`src/rtl/instr_fetch_if.sv`:
```
// instr_fetch_if: fetch-side bus bundle.
//   imem_req_*  : request channel to instruction memory (valid/ready)
//   imem_rsp_*  : in-order response channel from memory (valid only)
//   if_*        : instruction handoff to decode (valid/ready)
// master = fetch controller, slave = memory/decode environment.
interface instr_fetch_if #(
  parameter int mem_size = 32
);
  logic                imem_req_valid;
  logic [mem_size-1:0] imem_req_addr;
  logic                imem_req_ready;
  logic                imem_rsp_valid;
  logic [31:0]         imem_rsp_data;
  logic                if_valid;
  logic [31:0]         if_instr;
  logic [mem_size-1:0] if_pc;
  logic                if_ready;

  modport master (
    output imem_req_valid, imem_req_addr, if_valid, if_instr, if_pc,
    input  imem_req_ready, imem_rsp_valid, imem_rsp_data, if_ready
  );

  modport slave (
    input  imem_req_valid, imem_req_addr, if_valid, if_instr, if_pc,
    output imem_req_ready, imem_rsp_valid, imem_rsp_data, if_ready
  );
endinterface

```
`src/rtl/instr_fetch_ctrl.sv`:
```
// instr_fetch_ctrl: issues in-order fetches at pc_in, buffers returned
// instructions with their PCs in a DEPTH-entry queue and hands them to decode.
//   clk, reset : clock, async active-high reset
//   pc_in      : current PC
//   PC_write   : PC load enable (request accepted or redirect)
//   flush      : redirect; drops queue contents and owed responses
//   bus        : imem request/response and decode handshake (master side)
module instr_fetch_ctrl #(
  parameter int mem_size = 32,
  parameter int DEPTH    = 4
) (
  input  logic                clk,
  input  logic                reset,
  input  logic [mem_size-1:0] pc_in,
  output logic                PC_write,
  input  logic                flush,
  instr_fetch_if.master       bus
);
  localparam int AW = $clog2(DEPTH);
  localparam int CW = $clog2(DEPTH + 1);

  logic [DEPTH-1:0][mem_size-1:0] pc_q;
  logic [DEPTH-1:0][31:0]         instr_q;
  logic [DEPTH-1:0]               filled_q;

  logic [AW-1:0] head_q, head_d, alloc_q, alloc_d, fill_q, fill_d;
  // pend counts allocated-but-unfilled entries; it is exactly what a
  // flush turns into owed (discarded) responses.
  logic [CW-1:0] occ_q, occ_d, pend_q, pend_d, discard_q, discard_d;
  logic [CW:0]   total;
  logic          fire, deq, rsp_keep;

  assign total              = {1'b0, occ_q} + {1'b0, discard_q};
  assign bus.imem_req_valid = !reset && !flush && (total < (CW+1)'(DEPTH));
  assign bus.imem_req_addr  = pc_in;
  assign fire               = bus.imem_req_valid && bus.imem_req_ready;
  assign PC_write           = !reset && (fire || flush);

  assign bus.if_valid = (occ_q != '0) && filled_q[head_q] && !flush;
  assign bus.if_instr = instr_q[head_q];
  assign bus.if_pc    = pc_q[head_q];
  assign deq          = bus.if_valid && bus.if_ready;

  // A response is kept only when nothing is owed to flushed requests.
  assign rsp_keep = bus.imem_rsp_valid && (discard_q == '0) && !flush;

  always_comb begin
    head_d    = head_q;
    alloc_d   = alloc_q;
    fill_d    = fill_q;
    occ_d     = occ_q;
    pend_d    = pend_q;
    discard_d = discard_q;
    if (flush) begin
      head_d    = alloc_q;
      fill_d    = alloc_q;
      occ_d     = '0;
      pend_d    = '0;
      discard_d = discard_q + pend_q - CW'(bus.imem_rsp_valid);
    end else begin
      if (fire) alloc_d = alloc_q + AW'(1);
      if (deq)  head_d  = head_q + AW'(1);
      occ_d = occ_q + CW'(fire) - CW'(deq);
      if (bus.imem_rsp_valid && discard_q != '0) discard_d = discard_q - CW'(1);
      if (rsp_keep) fill_d = fill_q + AW'(1);
      pend_d = pend_q + CW'(fire) - CW'(rsp_keep);
    end
  end

  always_ff @(posedge clk or posedge reset) begin
    if (reset) begin
      pc_q      <= '0;
      instr_q   <= '0;
      filled_q  <= '0;
      head_q    <= '0;
      alloc_q   <= '0;
      fill_q    <= '0;
      occ_q     <= '0;
      pend_q    <= '0;
      discard_q <= '0;
    end else begin
      head_q    <= head_d;
      alloc_q   <= alloc_d;
      fill_q    <= fill_d;
      occ_q     <= occ_d;
      pend_q    <= pend_d;
      discard_q <= discard_d;
      if (flush) begin
        filled_q <= '0;
      end else begin
        if (fire) begin
          pc_q[alloc_q]     <= pc_in;
          filled_q[alloc_q] <= 1'b0;
        end
        if (rsp_keep) begin
          instr_q[fill_q]  <= bus.imem_rsp_data;
          filled_q[fill_q] <= 1'b1;
        end
      end
    end
  end

  always_ff @(posedge clk) begin
    if (!reset) begin
      assert (occ_q <= CW'(DEPTH));
      assert (discard_q <= CW'(DEPTH));
      assert (pend_q <= occ_q);
    end
  end
endmodule

```
`src/flat_wrapper.sv`:
```
// flat-port wrapper written by rule: the top's interface ports become plain ports
module instr_fetch_ctrl_flat 
#(
  parameter int mem_size = 32,
  parameter int DEPTH    = 4
)
  (clk, reset, pc_in, PC_write, flush, bus_imem_req_valid, bus_imem_req_addr, bus_if_valid, bus_if_instr, bus_if_pc, bus_imem_req_ready, bus_imem_rsp_valid, bus_imem_rsp_data, bus_if_ready);
  instr_fetch_if #(.mem_size(mem_size)) bus_i ();
  input  logic clk;
  input  logic reset;
  input  logic [mem_size-1:0] pc_in;
  output logic PC_write;
  input  logic flush;
  output wire logic [$bits(bus_i.imem_req_valid)-1:0] bus_imem_req_valid;
  output wire logic [$bits(bus_i.imem_req_addr)-1:0] bus_imem_req_addr;
  output wire logic [$bits(bus_i.if_valid)-1:0] bus_if_valid;
  output wire logic [$bits(bus_i.if_instr)-1:0] bus_if_instr;
  output wire logic [$bits(bus_i.if_pc)-1:0] bus_if_pc;
  input wire logic [$bits(bus_i.imem_req_ready)-1:0] bus_imem_req_ready;
  input wire logic [$bits(bus_i.imem_rsp_valid)-1:0] bus_imem_rsp_valid;
  input wire logic [$bits(bus_i.imem_rsp_data)-1:0] bus_imem_rsp_data;
  input wire logic [$bits(bus_i.if_ready)-1:0] bus_if_ready;
  assign bus_imem_req_valid = bus_i.imem_req_valid;
  assign bus_imem_req_addr = bus_i.imem_req_addr;
  assign bus_if_valid = bus_i.if_valid;
  assign bus_if_instr = bus_i.if_instr;
  assign bus_if_pc = bus_i.if_pc;
  assign bus_i.imem_req_ready = bus_imem_req_ready;
  assign bus_i.imem_rsp_valid = bus_imem_rsp_valid;
  assign bus_i.imem_rsp_data = bus_imem_rsp_data;
  assign bus_i.if_ready = bus_if_ready;
  instr_fetch_ctrl #(.mem_size(mem_size), .DEPTH(DEPTH)) u_core (.clk(clk), .reset(reset), .pc_in(pc_in), .PC_write(PC_write), .flush(flush), .bus(bus_i));
endmodule
```
`config.mk`:
```
export PLATFORM = sky130hd
export DESIGN_NAME = instr_fetch_ctrl_flat
export DESIGN_NICKNAME = d
export VERILOG_FILES = /design/src/rtl/instr_fetch_if.sv /design/src/rtl/instr_fetch_ctrl.sv /design/src/flat_wrapper.sv
export SDC_FILE = /design/constraint.sdc
export NUM_CORES = 1
export LEC_CHECK = 0
export ABC_AREA = 1
export CAP_MARGIN = 20
export CORE_UTILIZATION = 55
export CTS_CLUSTER_DIAMETER = 30
export DETAILED_ROUTE_END_ITERATION = 12
export PLACE_DENSITY = 0.77
export SYNTH_ARGS = -nofsm -noshare
export SYNTH_HDL_FRONTEND = slang
export SYNTH_SLANG_ARGS = --single-unit
```
`constraint.sdc`:
```
create_clock -name clk -period 31.5 [get_ports clk]
set_input_delay 9.45 -clock clk [delete_from_list [all_inputs] [get_ports clk]]
set_output_delay 9.45 -clock clk [all_outputs]
set_load 0.05 [all_outputs]
```
==> out/metrics.cfg, run 1 <==
[logic_synthesis]
netlist_instances = 1441
synth_warnings = 0
synth_fp_nets = 1533
synthesis.area_um2 = 12800
synth-seq-cells = 275
ys_seq_area_share_pct = 53.7
syn_area_per_cell_um2 = 8.89
yosysUniqueCellTypes = 28

[critical_path]
r2r_slack_ns = 27.25
cp_num_buf_inv = 3
critical_path.top_delay_family = buffers and inverters
crit_path_start_kind = input pin
cp.arrival_ns = 12.12
worstPathMaxFanout = 145
max_stage_delay_ns = 0.82
cpMostUsedCell = clkdlybuf4s50_1
required_ns = 22.05
endpoint_kind = output pin
cp_cell_sequence = clkdlybuf4s50_1, inv_8, nand3b_4, nor2_8, nand2_1, a21oi_1, clkdlybuf4s50_1
path_class = in -> out
slowest_stage = clkdlybuf4s50_1

[sta]
worst_slew_pin_slew_ns = 1.03
clock_skew_ns = 0.0178
hold_ws_ns = 0.471
rsz0062_at_grt = no
period_share_pct = 68.5
final.setup.tns_ns = 0
fmaxAchievable_mhz = 46.4
hold_violations = 0
layout_min_cycle_time_ns = 21.57
setup_violations = 0
slew_headroom_pct = 31.6
slew_viol_final = 0

[clocking]
htree_levels = 2
clockBufferDepth = 3
cts-buffers-inserted = 51
post_cts_buffers = 0
cts_resized = 0
cts_num_sinks = 275
cts.root.buffer_cell = clkbuf_16
cts_tree = yes
hold_buffers = 0
clk_pin_slew_ns = 0.05
clk_latency_ns = 0.54

[routing]
vias_per_cell = 5.54
wirelength_mm = 30.2
drtIter0Drc = 891
routedWlPerCell_um = 16.1
ant_nets = 0
drc = 0
firstDrtPassIters = 6
vias = 10400

[place]
placed_area_um2 = 14100
gp_congestion = 0.760
hpwl_mm = 16.6
io_buffers = 168

[global_routing]
busiest_layer = met2
grtUsageMet3_pct = 5.02
grt_pass1_vias = 10100
overflow = 0
grt_max_degree = 146
globalRouteTotalUtil_pct = 25.9
grt_use_met2_pct = 42.7
grt_pass1_wl_mm = 50.1
grt_antenna_before_repair = 0
grtUsageMet1_pct = 34.8

[die]
start_util_pct = 56.4
placementRows = 55
pin_count = 169
die_height_um = 155
die_w_um = 155
dieArea_um2 = 23900
core_um2 = 22700

[hold_path]
hold_class = reg -> reg

[pwr]
ir_worst_vdd_mv = 0.0749
p_per_area_nw_per_um2 = 115
leakagePower_nw = 7.44

[layout]
diodes = 0
fin_nets = 1634
drive_gt1_share_pct = 11.2
n_fill_cell = 1760
final_area_um2 = 15900
area.growth.synth_to_final_pct = 24.0

[status]
outcome = completed

[job]
drv_cap = 0

-- cell families after synthesis --
family          count (synthesis)  synth area share (%)
fa+ha+maj                      22                  2.32
compound gates                462                  20.2
flops                         275                  53.7
xor+xnor                        9                 0.615
buf+inv                       225                  9.31
simple gates                  448                  13.8
-- layout make-up --
class | instances | area (µm²) | share of cell area [%]
Sequential cell | 275 | 6890 | 43.3
Clock inverter | 35 | 344 | 2.17
Timing Repair Buffer | 182 | 1800 | 11.3
Inverter | 91 | 352 | 2.21
Multi-Input combinational cell | 941 | 4740 | 29.9
Tap cell | 285 | 357 | 2.24
Clock buffer | 61 | 1410 | 8.84
-- Yosys cell counts (all sizes together) --
master,instances,area [µm²]
nand4,1,6.26
nand3,16,105
o21ai,393,2160
nor2,140,549
xnor2,4,35.0
nand2,290,1090
nand3b,1,20.0
dfrtp,275,6880
o211ai,2,15.0
xor2,5,43.8
fa,3,60.1
clkinv,1,5.00
inv,90,338
ha,19,238
o22ai,64,400
clkbuf,50,195
buf,84,654
a21oi,3,15.0
-- per-stage QoR --
step,std cells,util [%],total power [mW],setup slack [ns]
after floorplan,1441,-,1.08,5.07
after global placement,1773,62.2,1.27,9.84
after detailed placement,1773,62.2,1.28,9.80
after CTS,1869,69.9,1.83,9.79
after global routing,1870,70.0,1.93,9.61
final,1870,70.0,1.82,9.93
-- worst register-to-register path, delay by kind of cell, from the launching register on --
| family | cells | cell delay, ns |
|---|---|---|
| AND/OR/NAND/NOR | 4 | 0.65 |
| adder cells (fa/ha/maj) | 3 | 0.81 |
| XOR/XNOR | 1 | 0.17 |
| flip-flops | 1 | 0.84 |
| buffers and inverters | 5 | 1.63 |
-- final timing paths --
kind	to	from	depth (start not counted)
max in group asynchronous	u_core.instr_q[22]	reset	4
worst min-delay path	u_core.pc_q[44]	u_core.pc_q[44]	2
worst max-delay path	PC_write	reset	7
worst min register to register	u_core.pc_q[44]	u_core.pc_q[44]	2
min in group asynchronous	u_core.discard_q[1]	reset	2
worst max register to register	u_core.occ_q[2]	u_core.head_q[0]	13
-- report_power, final --
| group | internal (mW) | switching [mW] |
|---|---|---|
| Clock | 0.348 | 0.190 |
| Sequential | 0.510 | 0.0886 |
| Combinational | 0.243 | 0.445 |
-- metal layers --
metal  vias to the layer above  wire length [µm]
met5                         -                 0
met4                         0               596
met3                        48              1770
met2                       323             14400
met1                      5017             13400
li1                       4975                 -
-- sequential cells by signal, summed over array words and instances (netlist names) --
signal and flops:
u_core.instr_q 128, u_core.pc_q 128, u_core.filled_q 4, u_core.discard_q 3
u_core.occ_q 3, u_core.pend_q 3, u_core.alloc_q 2, u_core.fill_q 2
u_core.head_q 2
-- layout by cell type, fill, tap and decap left out --
cell type        synthesis  final
buf_12                   0      1
clkdlybuf4s50_1          0    168
buf_4                   32     13
fa_1                     3      3
bufinv_16                0      3
clkinv_8                 0      1
nand3_2                  5      5
o22ai_1                 64     64
inv_6                    0     12
o211ai_1                 2      2
xnor2_1                  4      4
o21ai_1                 79     79
dfrtp_1                275    273
dfrtp_4                  0      1
nand2_1                290    286
a21oi_1                  3      3
clkbuf_16                0     52
o21ai_2                 51     51
nor2_4                   1      1
dfrtp_2                  0      1
o21ai_0                263    263
xor2_1                   5      5
ha_1                    19     19
nand4_1                  1      1
clkinv_2                 1      9
inv_2                    1      2
clkinvlp_4               0      6
nor2_1                 138    138
inv_8                    0      1
nor2_8                   1      1
nand3_1                 11     11
clkbuf_1                44      2
clkinv_4                 0      6
clkbuf_8                 0      7
inv_1                   89     86
nand2_2                  0      4
nand3b_4                 1      1
Note: power is estimated with default switching activity, not from simulation.
==> run 2: changes to the inputs <==
clock period = 20.6 ns   (was 31.5 ns; I/O delays follow)
==> out/metrics.cfg, run 2 (synthesis gave the netlist of run 1 again) <==
[sta]
slew_headroom_pct = 38.9  ; was 31.6%
layout_min_cycle_time_ns = 14.99
setup_violations = 0  ; unchanged
final.setup.tns_ns = 0  ; unchanged
period_share_pct = 72.8
slew_viol_final = 0  ; unchanged
clock_skew_ns = 0.0198  ; was 0.0178 ns
hold_violations = 0  ; unchanged
rsz0062_at_grt = no  ; unchanged
worst_slew_pin_slew_ns = 0.917  ; was 1.03 ns
fmaxAchievable_mhz = 66.7

[routing]
ant_nets = 0  ; unchanged
vias = 10300  ; was 10400
vias_per_cell = 5.53  ; was 5.54
routedWlPerCell_um = 16.3  ; was 16.1 µm
drc = 0  ; unchanged
wirelength_mm = 30.6  ; was 30.2 mm
drtIter0Drc = 844  ; was 891
firstDrtPassIters = 6  ; unchanged

[global_routing]
overflow = 0  ; unchanged
grt_pass1_wl_mm = 50.7  ; was 50.1 mm
grt_max_degree = 136  ; was 146
globalRouteTotalUtil_pct = 26.2  ; was 25.9%
grt_pass1_vias = 10100  ; about the same
grt_antenna_before_repair = 0  ; unchanged

[critical_path]
cp-startpoint = reset  ; unchanged
endpoint_kind = output pin  ; unchanged
slowest_stage = clkdlybuf4s50_1  ; unchanged
worstPathMaxFanout = 135  ; was 145
required_ns = 14.42  ; was 22.05 ns
path_class = in -> out  ; unchanged
r2r.worst_path.cells = 12  ; was 13
cpMostUsedCell = clkdlybuf4s50_1  ; unchanged
r2r_start = u_core.head_q[0]  ; unchanged
cp.arrival_ns = 8.81  ; was 12.12 ns
max_stage_delay_ns = 0.82  ; about the same
crit_path_start_kind = input pin  ; unchanged
cp_cell_sequence = clkdlybuf4s50_1, inv_8, nand3b_4, nor2_8, nand2_1, a21oi_1, clkdlybuf4s50_1  ; unchanged

[pwr]
clock_power_share_pct = 30.6  ; was 29.5%
p_int_mw = 1.74  ; was 1.10 mW
seqPwrFrac_pct = 32.2  ; was 32.8%
leakagePower_nw = 7.49  ; was 7.44 nW
comb_power_share_pct = 37.2  ; was 37.7%
switching_share_pct = 38.9  ; was 39.6%
p_per_area_nw_per_um2 = 178  ; was 115 nW/µm²
ir_worst_vdd_mv = 0.140  ; was 0.0749 mV
power_switching_mw = 1.11  ; was 723 µW

[layout]
area.growth.synth_to_final_pct = 24.9  ; was 24.0%
n_fill_cell = 1728  ; was 1760
final_common_cell = nand2_1  ; unchanged
final_util_pct = 70.4  ; was 70.0%
fin_nets = 1635  ; was 1634
reg.largest.list = u_core.instr_q x128, u_core.pc_q x128, u_core.filled_q x4  ; unchanged
final_cell_mix = 286 x nand2_1, 273 x dfrtp_1, 263 x o21ai_0, 168 x clkdlybuf4s50_1, 138 x nor2_1  ; unchanged
final_area_um2 = 16000  ; was 15900 µm²
diodes = 0  ; unchanged
drive_gt1_share_pct = 11.0  ; was 11.2%

[place]
placed_area_um2 = 14100  ; unchanged
hpwl_mm = 16.9  ; was 16.6 mm
io_buffers = 168  ; unchanged
gp_congestion = 0.754  ; was 0.760

[clocking]
clk_latency_ns = 0.54  ; about the same
cts.root.buffer_cell = clkbuf_16  ; unchanged
cts-buffers-inserted = 51  ; unchanged
post_cts_buffers = 0  ; unchanged
hold_buffers = 0  ; unchanged
clockBufferDepth = 3  ; unchanged
cts_num_sinks = 275  ; unchanged
cts_resized = 0  ; unchanged
cts_tree = yes  ; unchanged
htree_levels = 2  ; unchanged
clk_pin_slew_ns = 0.05  ; about the same

[die]
core_um2 = 22700  ; unchanged
placementRows = 55  ; unchanged
dieArea_um2 = 23900  ; unchanged
die_w_um = 155  ; unchanged
pin_count = 169  ; unchanged
die_height_um = 155  ; unchanged
start_util_pct = 56.4  ; unchanged

[hold_path]
min_from = u_core.pc_q[58]  ; was u_core.pc_q[44]
worstHoldPathCells = 2  ; unchanged
hold_class = reg -> reg  ; unchanged

[status]
outcome = completed  ; unchanged

[job]
drv_cap = 0  ; unchanged

[run 2: cell count changes in the layout (fill, tap and decap cells not counted), sizes merged]
cell,change
clkinvlp,-2
bufinv,+5
inv,-4
buf,+1
clkbuf,+2
clkinv,-2
[run 2: path summary, 6_finish.rpt]
| kind | slack [ns] | to |
|---|---|---|
| max | 5.61 | PC_write |
| min | 0.47 | u_core.pc_q[58] |
| max reg2reg | 16.93 | u_core.occ_q[2] |
| min reg2reg | 0.47 | u_core.pc_q[58] |
| max in group asynchronous | 12.43 | u_core.instr_q[53] |
| min in group asynchronous | 6.26 | u_core.discard_q[1] |
[run 2: power by group through the flow]
stage	Clock [mW]	Combinational [mW]	Sequential, mW
global placement	0	1.03	0.906
detailed placement	0	1.05	0.917
finish	0.873	1.06	0.917
global route	0.910	1.16	0.946
floorplan	0	0.781	0.877
CTS	0.883	1.06	0.914
[run 2: stage by stage]
step           hold slack (ns)  worst slack [ns]  instances  power, mW
2_1_floorplan            0.448             0.712       1441       1.66
3_3_place_gp             0.459              5.55       1773       1.94
3_5_place_dp             0.463              5.52       1773       1.97
4_1_cts                  0.474              5.50       1868       2.86
5_1_grt                  0.493              5.37       1870       3.01
6_report                 0.472              5.61       1870       2.85
[run 2: metal layers]
layer	global-route usage, %	share of wire, %
met1	35.4	44
met2	43.4	48
met3	4.57	6.0
met4	8.16	2.1
met5	0	0
[run 2: critical path: cells and delay by family]
kind / cells / cell delay (ns)
AO/OA/AOI/OAI: 1 / 0.16
AND/OR/NAND/NOR: 3 / 0.49
buffers and inverters: 3 / 1.99
[run 2: layout make-up]
type | count | area [µm²] | share of cell area, %
inverters | 91 | 352 | 2.20
clock buffers | 63 | 1410 | 8.84
flip-flops and latches | 275 | 6890 | 43.1
multi-input cells | 941 | 4740 | 29.7
repair buffers | 183 | 1830 | 11.4
clock inverters | 32 | 412 | 2.57
well taps | 285 | 357 | 2.23
==> run 3: changes to the inputs <==
CORE_UTILIZATION = 50   (was 55)
PLACE_DENSITY = 0.73   (was 0.77)
clock period = 13.6 ns   (was 20.6 ns; I/O delays follow)
==> out/metrics.cfg, run 3 (synthesis gave the netlist of run 1 again) <==
[status]
outcome = completed  ; unchanged

[pwr]
p_per_area_nw_per_um2 = 271  ; was 178 nW/µm²
leakagePower_nw = 7.59  ; was 7.49 nW
power_mw = 4.40  ; was 2.85 mW
ir_worst_vdd_mv = 0.139  ; was 0.140 mV

[clocking]
cts.root.buffer_cell = clkbuf_16  ; unchanged
clk_latency_ns = 0.57  ; was 0.54 ns
clk_pin_slew_ns = 0.05  ; about the same
cts-buffers-inserted = 57  ; was 51
htree_levels = 2  ; unchanged
cts_tree = yes  ; unchanged
hold_buffers = 0  ; unchanged
post_cts_buffers = 0  ; unchanged
cts_resized = 0  ; unchanged
cts_num_sinks = 275  ; unchanged
clockBufferDepth = 3  ; unchanged

[sta]
slew_headroom_pct = 42.2  ; was 38.9%
clock_skew_ns = 0.0151  ; was 0.0198 ns
layout_min_cycle_time_ns = 10.71
setup_slack_ns = 2.89  ; was 5.61 ns
period_share_pct = 78.8
setup_violations = 0  ; unchanged
hold_violations = 0  ; unchanged
final.setup.tns_ns = 0  ; unchanged
hold_ws_ns = 0.473  ; was 0.472 ns
fmaxAchievable_mhz = 93.3
slew_viol_final = 0  ; unchanged
worst_slew_pin_slew_ns = 0.867  ; was 0.917 ns
rsz0062_at_grt = no  ; unchanged

[critical_path]
worstPathMaxFanout = 18  ; was 135
cp.arrival_ns = 6.63  ; was 8.81 ns
crit_path_start_kind = input pin  ; unchanged
required_ns = 9.52  ; was 14.42 ns
path_class = in -> out  ; unchanged
endpoint_kind = output pin  ; unchanged

[die]
die_height_um = 162  ; was 155 µm
die_w_um = 162  ; was 155 µm
core_um2 = 25200  ; was 22700 µm²
pin_count = 169  ; unchanged
placementRows = 58  ; was 55
start_util_pct = 50.9  ; was 56.4%
dieArea_um2 = 26300  ; was 23900 µm²

[place]
dp_cells = 1820  ; was 1773
hpwl_mm = 17.5  ; was 16.9 mm
io_buffers = 168  ; unchanged
placed_area_um2 = 14200  ; was 14100 µm²
gp_congestion = 0.771  ; was 0.754
place_ws_ns = 2.90  ; was 5.52 ns

[global_routing]
grt_use_met2_pct = 39.7  ; was 43.4%
overflow = 0  ; unchanged
grtUsageMet3_pct = 3.88  ; was 4.57%
globalRouteTotalUtil_pct = 24.1  ; was 26.2%
grt_max_degree = 80  ; was 136
grt_pass1_vias = 10100  ; about the same
grt_antenna_before_repair = 0  ; unchanged
grtUsageMet1_pct = 32.3  ; was 35.4%
busiest_layer = met2  ; unchanged
grt_pass1_wl_mm = 50.7  ; about the same

[layout]
fin_nets = 1643  ; was 1635
reg.largest.list = u_core.instr_q x128, u_core.pc_q x128, u_core.filled_q x4  ; unchanged
final_cell_mix = 286 x nand2_1, 273 x dfrtp_1, 263 x o21ai_0, 168 x clkdlybuf4s50_1, 138 x nor2_1  ; unchanged
final_util_pct = 64.5  ; was 70.4%
final_area_um2 = 16200  ; was 16000 µm²
drive_gt1_share_pct = 11.8  ; was 11.0%
area.growth.synth_to_final_pct = 26.8  ; was 24.9%
stdcell_count = 1929  ; was 1870
final_common_cell = nand2_1  ; unchanged
diodes = 0  ; unchanged

[routing]
routedWlPerCell_um = 16.1  ; was 16.3 µm
firstDrtPassIters = 5  ; was 6
ant_nets = 0  ; unchanged
drtIter0Drc = 1038  ; was 844
wirelength_mm = 31.0  ; was 30.6 mm
vias = 10400  ; was 10300
vias_per_cell = 5.39  ; was 5.53
drc = 0  ; unchanged

[job]
drv_cap = 0  ; unchanged

[hold_path]
hold_class = reg -> reg  ; unchanged

[run 3: cell count changes in the layout (fill, tap and decap cells not counted), sizes merged]
cell      previous run  this run
clkbuf              63        71
buf                 15        17
clkinv              14        22
bufinv               8         7
inv                 97        92
clkinvlp             4         6
[run 3: metal layers]
metal	wire [µm]	up-vias
li1	-	4990
met1	13800	4976
met2	14700	388
met3	1900	47
met4	690	0
met5	0	-
[run 3: final timing paths]
check,start,to,slack [ns],depth (start not counted)
setup / recovery,flush,PC_write,2.89,7
hold / removal,u_core.pc_q[53],u_core.pc_q[53],0.47,2
setup reg to reg,u_core.head_q[0],u_core.occ_q[2],9.33,13
hold reg to reg,u_core.pc_q[53],u_core.pc_q[53],0.47,2
max in group asynchronous,reset,u_core.instr_q[82],7.72,4
min in group asynchronous,reset,u_core.discard_q[1],4.02,2
[run 3: cell type report]
type                       count  area [µm²]
clock buffer                  71        1580
sequential                   275        6890
inverter                      91         348
multi-input combinational    941        4740
clock inverter                36         424
tap                          330         413
fill                        2007        8940
timing repair buffer         185        1840
[run 3: where the power goes]
group	leakage (nW)	total, mW	switching [mW]	internal [mW]
clock network	0.983	1.41	0.453	0.957
logic	3.01	1.60	1.04	0.565
registers	3.59	1.39	0.208	1.18
total	7.59	4.40	1.70	2.70
[run 3: critical path, stage by stage]
cell and delay, ns:
clkdlybuf4s50_1 0.78, clkinv_2 0.36, nand3b_4 0.13, nor2_8 0.19, nand2_1 0.12, a21oi_1 0.15
clkdlybuf4s50_1 0.82
